### src/rtl/uart_cmd_ctrl.sv
// uart_cmd_ctrl: assembles HEAD/CMD[/DATA x4] UART byte frames into a held SDRAM command.
// Define UART_CMD_CHKSUM_EN to require a trailing XOR checksum byte on every frame.
module uart_cmd_ctrl #(
   parameter logic [7:0]  HEAD        = 8'h55,
   parameter logic [7:0]  CMD_WR      = 8'hAA,
   parameter logic [7:0]  CMD_RD      = 8'hA5,
   parameter int unsigned TIMEOUT_END = 52080
) (
   input  logic        clk,
   input  logic        rst_n,
   input  logic [7:0]  rx_data,
   input  logic        po_flag,
   input  logic        cmd_ack,
   output logic        cmd_req,
   output logic        cmd_wr,
   output logic [31:0] cmd_data,
   output logic        err_flag
);

   localparam logic [15:0] GAP_LAST = 16'(TIMEOUT_END - 1);

   typedef enum logic [2:0] {
      S_IDLE  = 3'd0,
      S_CMD   = 3'd1,
      S_DATA  = 3'd2,
      S_CHK   = 3'd3,
      S_ISSUE = 3'd4
   } state_t;

   // State entered once the command/payload bytes are complete.
`ifdef UART_CMD_CHKSUM_EN
   localparam state_t S_PAYLOAD_DONE = S_CHK;
`else
   localparam state_t S_PAYLOAD_DONE = S_ISSUE;
`endif

   state_t      r_state;
   state_t      w_next;
   logic        w_err;
   logic        w_in_frame;
   logic        w_timeout;

   logic        r_cmd_req;
   logic        r_cmd_wr;
   logic [31:0] r_cmd_data;
   logic        r_err;
   logic [1:0]  r_cnt;
   logic [15:0] r_gap;
`ifdef UART_CMD_CHKSUM_EN
   logic [7:0]  r_chk;
`endif

   assign w_in_frame = (r_state == S_CMD) || (r_state == S_DATA) || (r_state == S_CHK);
   // A byte arriving on the terminal cycle takes priority over the timeout.
   assign w_timeout  = w_in_frame && !po_flag && (r_gap == GAP_LAST);

   always_ff @(posedge clk or negedge rst_n) begin
      if (!rst_n) r_state <= S_IDLE;
      else        r_state <= w_next;
   end

   always_comb begin
      w_next = r_state;
      w_err  = 1'b0;
      case (r_state)
         S_IDLE: begin
            if (po_flag && rx_data == HEAD) w_next = S_CMD;
         end
         S_CMD: begin
            if (po_flag) begin
               if (rx_data == CMD_WR)      w_next = S_DATA;
               else if (rx_data == CMD_RD) w_next = S_PAYLOAD_DONE;
               else begin
                  w_next = S_IDLE;
                  w_err  = 1'b1;
               end
            end else if (w_timeout) begin
               w_next = S_IDLE;
               w_err  = 1'b1;
            end
         end
         S_DATA: begin
            if (po_flag) begin
               if (r_cnt == 2'd3) w_next = S_PAYLOAD_DONE;
            end else if (w_timeout) begin
               w_next = S_IDLE;
               w_err  = 1'b1;
            end
         end
`ifdef UART_CMD_CHKSUM_EN
         S_CHK: begin
            if (po_flag) begin
               if (rx_data == r_chk) w_next = S_ISSUE;
               else begin
                  w_next = S_IDLE;
                  w_err  = 1'b1;
               end
            end else if (w_timeout) begin
               w_next = S_IDLE;
               w_err  = 1'b1;
            end
         end
`endif
         S_ISSUE: begin
            if (cmd_ack) w_next = S_IDLE;
         end
         default: w_next = S_IDLE;
      endcase
   end

   always_ff @(posedge clk or negedge rst_n) begin
      if (!rst_n) begin
         r_cmd_req  <= 1'b0;
         r_cmd_wr   <= 1'b0;
         r_cmd_data <= 32'd0;
         r_err      <= 1'b0;
         r_cnt      <= 2'd0;
         r_gap      <= 16'd0;
`ifdef UART_CMD_CHKSUM_EN
         r_chk      <= 8'd0;
`endif
      end else begin
         r_err     <= w_err;
         r_cmd_req <= (w_next == S_ISSUE);
         if (r_state == S_CMD && po_flag) begin
            if (rx_data == CMD_WR) begin
               r_cmd_wr <= 1'b1;
               r_cnt    <= 2'd0;
            end else if (rx_data == CMD_RD) begin
               r_cmd_wr <= 1'b0;
            end
         end
         if (r_state == S_DATA && po_flag) begin
            r_cmd_data <= {r_cmd_data[23:0], rx_data};
            r_cnt      <= r_cnt + 2'd1;
         end
         // Gap counter idles at zero outside a frame, so entry to CMD starts clean.
         if (w_in_frame && !po_flag) r_gap <= r_gap + 16'd1;
         else                        r_gap <= 16'd0;
`ifdef UART_CMD_CHKSUM_EN
         if (r_state == S_CMD && po_flag)       r_chk <= rx_data;
         else if (r_state == S_DATA && po_flag) r_chk <= r_chk ^ rx_data;
`endif
      end
   end

   assign cmd_req  = r_cmd_req;
   assign cmd_wr   = r_cmd_wr;
   assign cmd_data = r_cmd_data;
   assign err_flag = r_err;

endmodule

### config.mk
export PLATFORM = sky130hd
export DESIGN_NAME = uart_cmd_ctrl
export DESIGN_NICKNAME = d
export VERILOG_FILES = /design/src/rtl/uart_cmd_ctrl.sv
export SDC_FILE = /design/constraint.sdc
export NUM_CORES = 1
export LEC_CHECK = 0
export ABC_AREA = 1
export CAP_MARGIN = 20
export CORE_MARGIN = 3
export CORE_UTILIZATION = 50
export DETAILED_ROUTE_END_ITERATION = 6
export GPL_TIMING_DRIVEN = 0
export PLACE_DENSITY = 0.79
export SLEW_MARGIN = 40
export SYNTH_ARGS = -nofsm -noshare
export SYNTH_HDL_FRONTEND = slang
export SYNTH_SLANG_ARGS = --single-unit
### constraint.sdc
create_clock -name clk -period 2.2 [get_ports clk]
set_input_delay 0.55 -clock clk [delete_from_list [all_inputs] [get_ports clk]]
set_output_delay 0.55 -clock clk [all_outputs]
set_load 0.1 [all_outputs]
==> results of run 1 <==
## sequential cells by signal (all words and copies together) (netlist names)
| name | cells |
|---|---|
| r_gap | 16 |
| cmd_data | 32 |
| cmd_wr | 1 |
| err_flag | 1 |
| cmd_req | 1 |
| r_cnt | 2 |
| r_state | 3 |
## worst max-delay path by stage
stage | to | from | slack, ns | cells after the start
after floorplan | cmd_data[0] | cmd_data[0] | 0.74 | 0
after global placement | r_gap[3] | rst_n | -1.11 | 1
after detailed placement | r_state[2] | po_flag | 0.35 | 6
after CTS | cmd_data[4] | cmd_data[4] | 0.47 | 1
after global routing | cmd_data[4] | cmd_data[4] | 0.44 | 1
final | cmd_data[4] | cmd_data[4] | 0.49 | 1
## cell type report
class,instances,share of cell area (%)
flip-flops and latches,56,45.7
multi-input cells,228,34.0
clock buffers,6,2.37
inverters,26,3.18
clock inverters,2,0.530
repair buffers,47,9.87
plain buffers,8,1.67
well taps,67,2.73
## cell families after synthesis
family                     after synthesis  share of synthesized area (%)
and+or+nand+nor                        202                           34.2
DFF                                     56                           54.1
buffers and inverters                   34                           5.74
AOI/OAI and AO/OA                       24                           5.07
adders and majority gates                2                          0.965
## power breakdown
group | total, mW | switching, mW | leakage, nW | internal (mW)
logic | 0.135 | 0.101 | 0.834 | 0.0335
clock network | 0.555 | 0.328 | 0.0414 | 0.227
registers | 1.05 | 0.00776 | 0.780 | 1.04
total | 1.74 | 0.437 | 1.66 | 1.30
## layer usage
metal	up-vias	GRT usage, %	part of all wire (%)
met5	-	0	0
met4	0	5.24	1.3
met3	8	3.36	4.4
met2	55	31.4	47
met1	973	24.8	48
li1	1112	-	-
## cells in the final DEF (no fill, tap or decap), types with 4 or more instances in the layout
| master | netlist | routed |
|---|---|---|
| nor3_1 | 6 | 6 |
| inv_1 | 19 | 19 |
| a21oi_1 | 7 | 7 |
| o21ai_0 | 11 | 11 |
| nor2_2 | 4 | 4 |
| clkdlybuf4s50_1 | 0 | 10 |
| nand3_1 | 14 | 14 |
| nand2_1 | 134 | 134 |
| dfrtp_1 | 56 | 56 |
| nor3_2 | 5 | 5 |
| buf_2 | 5 | 40 |
| nor2_1 | 23 | 23 |
| inv_2 | 6 | 6 |
| clkbuf_8 | 0 | 5 |
| nand4_1 | 6 | 6 |
==> metrics.md, run 1 <==
| Metric | Value |
|---|---|
| DPL Wire Length | `3920 µm` |
| Worst reg2reg path depth | `6` |
| Critical Setup Path Class | `flop to output pin` |
| Clock Pin Slew Worst Setup and Hold Paths | `0.10 ns` |
| P_leak | `1.66 nW` |
| Antenna violations before repair | `0` |
| Crit path buf inv count | `1` |
| Number of setup violations in the final report | `0` |
| Actual slew at the worst max-slew pin | `0.496 ns` |
| Number of input and output port buffers inserted | `46` |
| Upper clock frequency limit | `0.584 GHz` |
| # Post-CTS Setup Buffers | `0` |
| Worst R2R Setup Slack | `0.79 ns` |
| Via count of the first global-routing pass | `1990` |
| Pin count of the biggest net entering global routing | `43` |
| Overall Power | `1.74 mW` |
| CP required | `1.65 ns` |
| Die span in x | `78.0 µm` |
| Max Transition Viols Final | `0` |
| Clock tree from TritonCTS | `yes` |
| FF-to-FF End | `r_state[1]` |
| Top-level I/O count | `47` |
| Drt via density | `4.88` |
| Post-place instance area | `0.00298 mm²` |
| Number of diodes | `0` |
| Detailed-route DRC error count | `0` |
| Register area | `0.00140 mm²` |
| Wire length per cell after detailed routing | `12.0 µm` |
| Crit path arrival time | `1.16 ns` |
| Cell Count, Final, Fillers Out | `440` |
| Delay-heaviest family, CP | `buffers and inverters` |
| Startpoint type of the worst setup path | `flop` |
| Gpl congestion | `0.860` |
| Total area of multi-input combinational cells | `0.00104 mm²` |
| Status | `finished, final reports clean` |
| Type of the worst min-delay path | `input port to asynchronous set/reset pin` |
| Total clock sinks | `56` |
| Most used DFF post-synth | `dfrtp_1` |
| Maximum level of the CTS H-tree | `2` |
| Overall fraction of global-route tracks in use | `18.7%` |
| Routed via count | `2148` |
| Fraction of final layout cells sized beyond drive strength 1 | `20.1%` |
| Sequential fraction of the synthesis area | `54.1%` |
| Area of the core region | `0.00488 mm²` |
| Global-route congestion overflow total | `0` |
| Slowest cell on crit path | `buf_2` |
| Syn Inst Count | `318` |
| Clock root buffer master | `clkbuf_8` |
| RSZ-0062 raised after global routing | `no` |
| Area Overhead vs Synth | `18.3%` |
| # resized after CTS | `0` |
| Cell Chain, Critical Path | `buf_2` |
| Share of flip-flops with an asynchronous set or reset | `100%` |
| Hold_ws | `0.0768 ns` |
| Largest area contributor in the synthesized netlist | `dfrtp_1` |
| Height of the chip | `78.0 µm` |
| Filler Cells Inserted | `416` |
| Antenna-violating nets left | `0` |
| Post-layout utilization of the core | `62.9%` |
| WL final | `5280 µm` |
| Setup TNS Final | `0 ns` |
| Maximum VDD drop | `0.000393 V` |
| Worst reg2reg path startpoint | `r_gap[0]` |
| Portion of synthesized cell area occupied by the leading cell type | `54.1%` |
| Summed area of non-filler cells in the final layout | `0.00307 mm²` |
| Number of violations reported at the end of detailed-routing iteration 0 | `131` |
| Number of warnings printed during yosys synthesis | `0` |
| Number of library cell types mapped by synthesis | `28` |
| Number of flops mapped to enable cells by yosys | `0` |
| Post-Syn Area | `0.00259 mm²` |
| Std-Cell Rows | `25` |
| Top area cells in the synthesized netlist | `dfrtp_1, nand2_1, nor2_1` |
| TritonCTS Buffers | `5` |
| Seq cells post-synth | `56` |
| Net Count, Synth | `332` |
| Power density relative to cell area | `566 mW/mm²` |
| Number of maximum-capacitance constraint violations | `0` |
| Tcrit/Tclk final | `77.9%` |
| Clock tree skew after final layout | `0.00707 ns` |
| Largest stage delay, worst path | `0.45 ns` |
| Maximum net fanout on the critical path | `3` |
| Minimum setup slack after placement | `0.351 ns` |
| Most frequent cells after synthesis | `nand2_1, dfrtp_1, nor2_1` |
| Clock buffer depth | `2` |
| Max transition margin | `67.2%` |
| Clock latency reported for the late side of the worst-skew pair | `0.31 ns` |
| Crit path capture type | `output pin` |
| Number of hold violations in the final report | `0` |
| Dominant cell by count in the synthesized netlist | `nand2_1` |
| Setup ws final | `0.486 ns` |
| Die outline area | `0.00608 mm²` |
| Synthesized area per cell | `8.15 µm²` |
| Starting density of the core | `53.1%` |
| Detailed Routing Iterations Pass 1 | `4` |
| Final period demand of the worst path | `1.71 ns` |
| Final net count | `386` |
| Hold-fix buffer count after cts | `0` |
| Count of placed standard cells including taps | `432` |
| First-pass GRT wire length | `9150 µm` |
No activity file was read; power rests on OpenSTA's default activity.
==> run 2, diff against run 1 <==
==> constraint.sdc (replaced) <==
create_clock -name clk -period 1.8 [get_ports clk]
set_input_delay 0.45 -clock clk [delete_from_list [all_inputs] [get_ports clk]]
set_output_delay 0.45 -clock clk [all_outputs]
set_load 0.1 [all_outputs]
==> run 2 against run 1 <==
Effect of this change: cell count rose by 0.23%; die area is the same; sequential share of layout area is 0.15 points lower; first-iteration DRC count up 23%; hold slack improved by 0.39 ns; critical path type unchanged; critical endpoint unchanged; highest routed layer unchanged.
==> metrics.md, run 2 (same netlist as run 1, synthesis figures left out) <==
| Metric | Value |
|---|---|
| Max Transition Viols Final | `0` |
| Std-Cell Rows | `25` |
| Gpl congestion | `0.860` |
| Crit path capture type | `output pin` |
| DPL Wire Length | `3920 µm` |
| Max transition margin | `67.2%` |
| Count of placed standard cells including taps | `432` |
| Area Overhead vs Synth | `18.7%` |
| P_leak | `1.66 nW` |
| WL final | `5280 µm` |
| Number of hold violations in the final report | `0` |
| Power density relative to cell area | `690 mW/mm²` |
| Tcrit/Tclk final | `89.6%` |
| Overall fraction of global-route tracks in use | `18.7%` |
| Number of diodes | `0` |
| Clock Pin Slew Worst Setup and Hold Paths | `0.10 ns` |
| RSZ-0062 raised after global routing | `no` |
| Clock buffer depth | `2` |
| Crit path buf inv count | `1` |
| Final period demand of the worst path | `1.61 ns` |
| Area of the core region | `0.00488 mm²` |
| Via count of the first global-routing pass | `1993` |
| Slowest cell on crit path | `buf_2` |
| Status | `finished, final reports clean` |
| Clock tree from TritonCTS | `yes` |
| Cell Chain, Critical Path | `buf_2` |
| Maximum level of the CTS H-tree | `2` |
| Clock tree skew after final layout | `0.00692 ns` |
| First-pass GRT wire length | `9160 µm` |
| Top-level I/O count | `47` |
| Actual slew at the worst max-slew pin | `0.496 ns` |
| Cell Count, Final, Fillers Out | `441` |
| TritonCTS Buffers | `5` |
| Global-route congestion overflow total | `0` |
| Timing startpoint of the critical path | `cmd_data[4]` |
| Upper clock frequency limit | `0.620 GHz` |
| Die outline area | `0.00608 mm²` |
| Fraction of final layout cells sized beyond drive strength 1 | `20.1%` |
| Clock latency reported for the late side of the worst-skew pair | `0.31 ns` |
| Antenna-violating nets left | `0` |
| Final net count | `387` |
| Number of maximum-capacitance constraint violations | `0` |
| Largest stage delay, worst path | `0.45 ns` |
| Total clock sinks | `56` |
| Commonest cells after routing, fill and taps aside | `nand2_1, dfrtp_1, buf_2, nor2_1, inv_1` |
| Detailed Routing Iterations Pass 1 | `4` |
| Minimum setup slack after placement | `0.0510 ns` |
| Critical Setup Path Class | `flop to output pin` |
| Startpoint type of the worst setup path | `flop` |
| Maximum VDD drop | `0.000481 V` |
| Antenna violations before repair | `0` |
| Number of setup violations in the final report | `0` |
| Crit path arrival time | `1.16 ns` |
| Worst reg2reg path startpoint | `r_gap[0]` |
| Maximum net fanout on the critical path | `3` |
| Overall Power | `2.12 mW` |
| Type of the worst min-delay path | `flop to flop` |
| # resized after CTS | `0` |
| Starting density of the core | `53.1%` |
| Drt via density | `4.88` |
| Clock root buffer master | `clkbuf_8` |
| Worst min-delay path startpoint | `r_gap[0]` |
| Flip-flop count of the largest register, all copies and words added | `32` |
| Setup ws final | `0.186 ns` |
| CP required | `1.35 ns` |
| Leading cell type in the layout, fill and taps excluded | `nand2_1` |
| Setup TNS Final | `0 ns` |
| Routed via count | `2153` |
| Hold_ws | `0.466 ns` |
| Number of input and output port buffers inserted | `46` |
| Delay-heaviest family, CP | `buffers and inverters` |
| Height of the chip | `78.0 µm` |
| Pin count of the biggest net entering global routing | `43` |
| Wire length per cell after detailed routing | `12.0 µm` |
| Detailed-route DRC error count | `0` |
| Number of violations reported at the end of detailed-routing iteration 0 | `161` |
| Die span in x | `78.0 µm` |
[run 2: cell types whose count changed in the layout (fill, tap and decap cells not counted)]
cell | previous run | this run
dlygate4sd3_1 | 0 | 1
[run 2: area by class of cell]
class / count / area [µm²]
Clock buffer: 6 / 72.6
Tap cell: 67 / 83.8
Clock inverter: 2 / 16.3
Timing Repair Buffer: 48 / 313
Multi-Input combinational cell: 228 / 1040
Buffer: 8 / 51.3
Sequential cell: 56 / 1400
Inverter: 26 / 97.6
Fill cell: 415 / 1800
[run 2: report_power, final]
group / internal (mW) / switching [mW]
Combinational: 0.0423 / 0.124
Sequential: 1.27 / 0.00944
Clock: 0.278 / 0.400
[run 2: through the flow]
step	area (µm²)	utilization, %
global placement	3140	64.3
finish	3080	63.1
floorplan	2590	-
global route	3080	63.1
detailed placement	2980	61.1
CTS	3080	63.1
[run 2: layer usage]
layer	track usage (%)	routed length, µm
met1	24.8	2500
met2	31.4	2490
met3	3.36	236
met4	5.24	47
met5	0	0
[run 2: worst paths after layout]
check	endpoint	slack, ns	cells past startpoint
setup reg to reg	r_state[1]	0.39	6
max in group asynchronous	err_flag	0.82	3
min in group asynchronous	cmd_data[24]	0.52	2
hold / removal	r_gap[0]	0.47	1
hold reg to reg	r_gap[0]	0.47	1
setup / recovery	cmd_data[4]	0.19	1
[run 2: what timing repair did]
| item | CTS | global route |
|---|---|---|
| setup buffers | 0 | 0 |
| hold buffers | 1 | 0 |
| hold endpoints to repair | 14 | 0 |
